**src/rtl/instruction_issue.sv**
```systemverilog
`default_nettype none
// ============================================================================
//  Module      : instruction_issue (with package instruction_issue_pkg)
//  Description : Issue stage. Holds the architectural register file and a
//                per-register pending scoreboard. Each cycle it either
//                dispatches the ID instruction to one execution pipe or
//                stalls ID/IFD on a data or structural hazard. A WB redirect
//                flushes the scoreboard and drops the ID instruction.
//
//  Ports
//    clk, rst        : clock, synchronous active-high reset
//    wb_do_branch    : redirect/flush from WB
//    id_valid        : ID presents a valid decoded instruction
//    id_ix_inf       : decoded instruction bundle
//    ix_stall        : combinational hold request to ID/IFD
//    exe_ready[3:0]  : per-pipe accept (ALU, MUL, DIV, LSU)
//    wb_valid/rd/data: writeback port into the register file
//    ix_valid[3:0]   : one-hot dispatch strobe (registered)
//    ix_inf          : dispatched instruction (registered)
//    ix_rs1/2_data   : operand values (registered)
//
//  Revision    : 1.0  initial release
// ============================================================================

package instruction_issue_pkg;

    localparam int EXE_PIPE_ID_ALU = 0;
    localparam int EXE_PIPE_ID_MUL = 1;
    localparam int EXE_PIPE_ID_DIV = 2;
    localparam int EXE_PIPE_ID_LSU = 3;
    localparam int NUM_EXE_PIPES   = 4;

    typedef struct packed {
        logic [31:0]              pc;
        logic [31:0]              imm_ext;
        logic [7:0]               ctrl;
        logic [NUM_EXE_PIPES-1:0] exe_pipe;
        logic                     register_write;
        logic [4:0]               rd;
        logic [4:0]               a2;
        logic [4:0]               a1;
    } id_ix_inf_t;

endpackage

module instruction_issue
    import instruction_issue_pkg::*;
(
    input  logic        clk,
    input  logic        rst,
    input  logic        wb_do_branch,
    input  logic        id_valid,
    input  id_ix_inf_t  id_ix_inf,
    output logic        ix_stall,
    input  logic [3:0]  exe_ready,
    input  logic        wb_valid,
    input  logic [4:0]  wb_rd,
    input  logic [31:0] wb_data,
    output logic [3:0]  ix_valid,
    output id_ix_inf_t  ix_inf,
    output logic [31:0] ix_rs1_data,
    output logic [31:0] ix_rs2_data
);

    // ------------------------------------------------------------------
    // State
    // ------------------------------------------------------------------
    logic [31:0] r_regs [0:31];     // entry 0 is never written nor read
    logic [31:0] r_pending;
    logic [3:0]  r_ix_valid;
    id_ix_inf_t  r_ix_inf;
    logic [31:0] r_rs1_data;
    logic [31:0] r_rs2_data;

    // ------------------------------------------------------------------
    // Writeback decode
    // ------------------------------------------------------------------
    logic        w_wb_wr;
    logic [31:0] w_wb_clr;
    logic [31:0] w_pend_eff;

    assign w_wb_wr  = wb_valid & (wb_rd != 5'd0);
    assign w_wb_clr = w_wb_wr ? (32'd1 << wb_rd) : 32'd0;

    // Pending view after this cycle's WB clear: a consumer waiting on the
    // register being written back can issue now and pick the value up
    // through the write-through read path.
    assign w_pend_eff = r_pending & ~w_wb_clr;

    // ------------------------------------------------------------------
    // Hazard / issue decision
    // ------------------------------------------------------------------
    logic w_hazard;
    logic w_struct;
    logic w_stall;
    logic w_issue;
    logic w_sets_pending;

    assign w_hazard = id_valid & ( w_pend_eff[id_ix_inf.a1]
                                 | w_pend_eff[id_ix_inf.a2]
                                 | (id_ix_inf.register_write & w_pend_eff[id_ix_inf.rd]) );

    assign w_struct = id_valid & (|(id_ix_inf.exe_pipe & ~exe_ready));

    // A redirect overrides any stall since the ID instruction is dropped.
    assign w_stall  = (w_hazard | w_struct) & ~wb_do_branch & ~rst;
    assign w_issue  = id_valid & ~w_stall & ~wb_do_branch & ~rst;

    // A NOP (no target pipe) never produces a result, so it reserves nothing.
    assign w_sets_pending = w_issue & id_ix_inf.register_write
                          & (|id_ix_inf.exe_pipe) & (id_ix_inf.rd != 5'd0);

    assign ix_stall = w_stall;

    // ------------------------------------------------------------------
    // Register file read with write-through
    // ------------------------------------------------------------------
    logic [31:0] w_rs1_data;
    logic [31:0] w_rs2_data;

    always_comb begin
        w_rs1_data = 32'd0;
        if (id_ix_inf.a1 != 5'd0) begin
            if (w_wb_wr && (wb_rd == id_ix_inf.a1)) begin
                w_rs1_data = wb_data;
            end else begin
                w_rs1_data = r_regs[id_ix_inf.a1];
            end
        end
    end

    always_comb begin
        w_rs2_data = 32'd0;
        if (id_ix_inf.a2 != 5'd0) begin
            if (w_wb_wr && (wb_rd == id_ix_inf.a2)) begin
                w_rs2_data = wb_data;
            end else begin
                w_rs2_data = r_regs[id_ix_inf.a2];
            end
        end
    end

    // Register file contents are not reset; software initialises them.
    always_ff @(posedge clk) begin
        if (w_wb_wr) begin
            r_regs[wb_rd] <= wb_data;
        end
    end

    // ------------------------------------------------------------------
    // Scoreboard
    // ------------------------------------------------------------------
    always_ff @(posedge clk) begin
        if (rst) begin
            r_pending <= 32'd0;
        end else if (wb_do_branch) begin
            // Nothing issues during a redirect, so no bit can be set here.
            r_pending <= 32'd0;
        end else if (w_sets_pending) begin
            // OR-ing the set after the clear makes set win on a collision.
            r_pending <= (w_pend_eff | (32'd1 << id_ix_inf.rd)) & ~32'd1;
        end else begin
            r_pending <= w_pend_eff & ~32'd1;
        end
    end

    // ------------------------------------------------------------------
    // Dispatch registers
    // ------------------------------------------------------------------
    always_ff @(posedge clk) begin
        if (rst) begin
            r_ix_valid <= 4'd0;
        end else if (w_issue) begin
            r_ix_valid <= id_ix_inf.exe_pipe;
        end else begin
            r_ix_valid <= 4'd0;
        end
    end

    // Payload is left unreset and simply holds when nothing issues.
    always_ff @(posedge clk) begin
        if (w_issue) begin
            r_ix_inf   <= id_ix_inf;
            r_rs1_data <= w_rs1_data;
            r_rs2_data <= w_rs2_data;
        end
    end

    assign ix_valid    = r_ix_valid;
    assign ix_inf      = r_ix_inf;
    assign ix_rs1_data = r_rs1_data;
    assign ix_rs2_data = r_rs2_data;

endmodule

`default_nettype wire

```
**config.mk**
```make
export PLATFORM = sky130hd
export DESIGN_NAME = instruction_issue
export DESIGN_NICKNAME = d
export VERILOG_FILES = /design/src/rtl/instruction_issue.sv
export SDC_FILE = /design/constraint.sdc
export NUM_CORES = 2
export LEC_CHECK = 0
export BUFFER_PORTS_ARGS = -buffer_cell sky130_fd_sc_hd__buf_2
export CAP_MARGIN = 20
export CORE_UTILIZATION = 55
export CTS_CLUSTER_DIAMETER = 150
export DETAILED_ROUTE_END_ITERATION = 16
export PLACE_DENSITY = 0.83
export SLEW_MARGIN = 15
export SYNTH_ARGS = -nofsm -noshare
export SYNTH_HDL_FRONTEND = slang
export SYNTH_SLANG_ARGS = --single-unit
```
**constraint.sdc**
```tcl
create_clock -name clk -period 47.9 [get_ports clk]
set_clock_uncertainty 0.05 [all_clocks]
set_input_delay 14.37 -clock clk [delete_from_list [all_inputs] [get_ports clk]]
set_output_delay 14.37 -clock clk [all_outputs]
set_load 0.05 [all_outputs]
```
==> summary.md <==
| Metric | Value |
|---|---|
| Vias per cell | `7.35` |
| DR iter-0 viols | `4,578` |
| Non-filler instance count after layout | `4,282` |
| RSZ-0062 raised after global routing | `no` |
| R2R depth | `9` |
| Die Area | `101,000 um^2` |
| Setup bufs post-CTS | `0` |
| CTS buffer count | `120` |
| Req. time, crit path | `33.48 ns` |
| Post-cts resize count | `0` |
| Power Total | `between 2 and 2.5 mW` |
| Slowest cell on crit path | `buf_12` |
| H-tree depth | `3` |
| Die width | `318 um` |
| Core Area | `just under 100,000 um^2` |
| CTS tree | `built` |
| Worst min-delay path class | `register to register` |
| Clock-pin transition on the worst setup and hold timing paths | `0.06 ns` |
| Footprint of the multi-input gates | `18,400 um^2` |
| Final HPWL DP | `83,200 um` |
| Row Count | `115` |
| Via count | `31,500` |
| Clk root buf | `clkbuf_16` |
| Status | `finished clean` |
| Final nets | `3,026` |
| Final hold viol count | `0` |
| Ports | `299` |
| Max clock buf depth | `3` |
| Gate Count Post-Synth | `2,589` |
| Crit. End Element | `output port` |
| Worst VDD drop | `0.0351 mV` |
| Initial antenna violation count | `9` |
| Per-cell routed wire length | `37.2 um` |
| Synth area leaders | `edfxtp_1 (64%), mux4_2 (26%), mux2i_1 (1.4%)` |
| Hold Slack | `about 0.53 ns` |
| CP max stage delay | `0.76 ns` |
| Min Tclk post-route | `approximately 33 ns` |
| Worst setup path class | `input port to output port` |
| First-pass GRT wire length | `230,000 um` |
| Global Route Usage Sum | `31.7%` |
| Leak | `between 15 and 20 nW` |
| Synth warn | `0` |
| Most frequent cell after synthesis | `edfxtp_1` |
| Hold Buf Count CTS | `0` |
| Ys flop type | `edfxtp_1` |
| Mean Syn Cell Area | `about 21 um^2` |
| Measured slew at the worst slew-check pin | `1.16 ns` |
| Pin count of the biggest net entering global routing | `165` |
| Mapped Area | `55,000 um^2` |
| Slew headroom | `22.6%` |
| Arrival time at the worst endpoint | `roughly 18 ns` |
| Max-Cap Viols | `0` |
| Clk sinks | `1,215` |
| Top cell type's share of synthesized area | `64.4%` |
| Register area | `36,100 um^2` |
| TritonRoute pass-1 iters | `6` |
| Synth Register Bits | `about 1,200` |
| Dominant cell type by area after synthesis | `edfxtp_1` |
| Crit-path max FO | `~160` |
| Sequential element share of the synthesized area | `65.7%` |
| Worst r2r dst | `ix_inf[60]` |
| Die H | `~320 um` |
| GPL Wtd Cong | `0.896` |
| Power density cells | `37.7 nW/um^2` |
| Launching point of the worst reg2reg path | `r_pending[23]` |
| R2R setup slack | `44.16 ns` |
| Fill cells | `between 6,000 and 7,000` |
| Min-delay src | `r_pending[22]` |
| Drt drc | `0` |
| Fmax | `0.0306 GHz` |
| Clk_lat worst skew | `0.72 ns` |
| Placed Instances | `4,052` |
| Layout cells sized above 1 | `42.0%` |
| Initial Util | `55.8%` |
| Max Transition Viols Final | `0` |
| Async SR Flop Fraction | `0%` |
| WHS Path Cells | `2` |
| GRT Residual Overflow | `0` |
| Final core occ | `63.1%` |
| Setup TNS | `0 ns` |
| Setup Viol. Count Final | `0` |
| Top post-synthesis cells by count | `edfxtp_1 (1,180), mux4_2 (647), clkbuf_1 (129), nor2_1 (109), mux2i_1 (75)` |
| Final wirelength | `159,000 um` |
| DRT antenna net count | `0` |
| Post-synth EDFFs | `1,180` |
| Vias in the first global route | `32,400` |
| Port-buffer cells | `about 300` |
| Min-Delay Endpoint | `r_pending[22]` |
| P&R area growth vs syn | `13.2%` |
| Startpoint types | `input port` |
| Crit share post-route | `68.1%` |
| CP Cell Sequence | `buf_8, buf_12, mux4_2, or2_0, a211oi_1, a41oi_2, buf_4, o21a_1, buf_2` |
| Library cells used by synthesis | `64` |
final cells by class:
cell class	count	area share (%)
repair buffers	359	3.31
flip-flops and latches	1215	58.0
clock buffers	148	5.12
well taps	1287	2.58
clock inverters	77	1.39
multi-input cells	1177	29.5
diodes	4	0.0161
inverters	15	0.0984
power breakdown:
group / total, mW / internal (mW) / switching (mW)
Sequential: 1.19 / 1.18 / 0.00687
Clock: 0.968 / 0.555 / 0.412
Combinational: 0.189 / 0.0824 / 0.106
Total: 2.35 / 1.82 / 0.526
placed cells by master (no fill, tap or decap), drive strengths merged, types with 8 or more instances in the layout:
| cell | Yosys | routed |
|---|---|---|
| clkinv | 0 | 56 |
| dfxtp | 35 | 35 |
| nand2 | 31 | 31 |
| nand3 | 8 | 8 |
| o211ai | 15 | 15 |
| clkbuf | 129 | 148 |
| buf | 84 | 359 |
| mux2i | 75 | 75 |
| nand2b | 13 | 13 |
| o21a | 10 | 10 |
| conb | 1 | 32 |
| o41ai | 15 | 15 |
| o311ai | 9 | 9 |
| nand4 | 9 | 9 |
| o32ai | 18 | 18 |
| bufinv | 0 | 15 |
| a211oi | 66 | 66 |
| edfxtp | 1180 | 1180 |
| mux4 | 647 | 647 |
| inv | 15 | 17 |
| nor3 | 10 | 10 |
| nor2 | 109 | 109 |
| o21ai | 27 | 27 |
| or2 | 8 | 8 |
through the flow:
step                area, um^2  worst slack [ns]
floorplan                55200             16.55
finish                   62300             15.27
global placement         58200             15.50
detailed placement       58200             15.49
global route             62300             15.20
CTS                      62300             15.49
kinds of logic after synthesis:
family / after synthesis / share of synthesized area (%)
muxes: 727 / 27.9
and+or+nand+nor: 222 / 1.96
other: 1 / 0.00681
xor gates and xnor gates: 12 / 0.191
buffers and inverters: 228 / 1.64
DFF: 1215 / 65.7
AOI/OAI and AO/OA: 184 / 2.61
registers in the layout (all words and copies together), names as in the netlist:
name and cells:
ix_inf 92, r_regs 1024, ix_rs2_data 32, r_pending 31
ix_valid 4, ix_rs1_data 32
critical path: cells and delay by family:
family,cells,cell delay [ns]
AOI/OAI and AO/OA,3,0.57
and+or+nand+nor,1,0.23
buffers and inverters,4,1.89
muxes,1,0.66
per-layer routing:
layer,GRT usage [%],wire length (um),vias to the layer above
met4,13.1,7430,10
li1,-,-,12000
met3,7.26,19400,446
met1,43.7,56300,16500
met5,0,61,-
met2,49.5,76000,2612
how the worst max path moves through the flow:
stage,endpoint,cells past startpoint,from
final,ix_stall,9,id_ix_inf[6]
after global routing,ix_stall,9,id_ix_inf[6]
after CTS,ix_stall,9,id_ix_inf[6]
after detailed placement,ix_stall,9,id_ix_inf[6]
after global placement,ix_stall,9,id_ix_inf[6]
after floorplan,ix_stall,11,wb_rd[0]
Note: power is estimated with default switching activity, not from simulation.
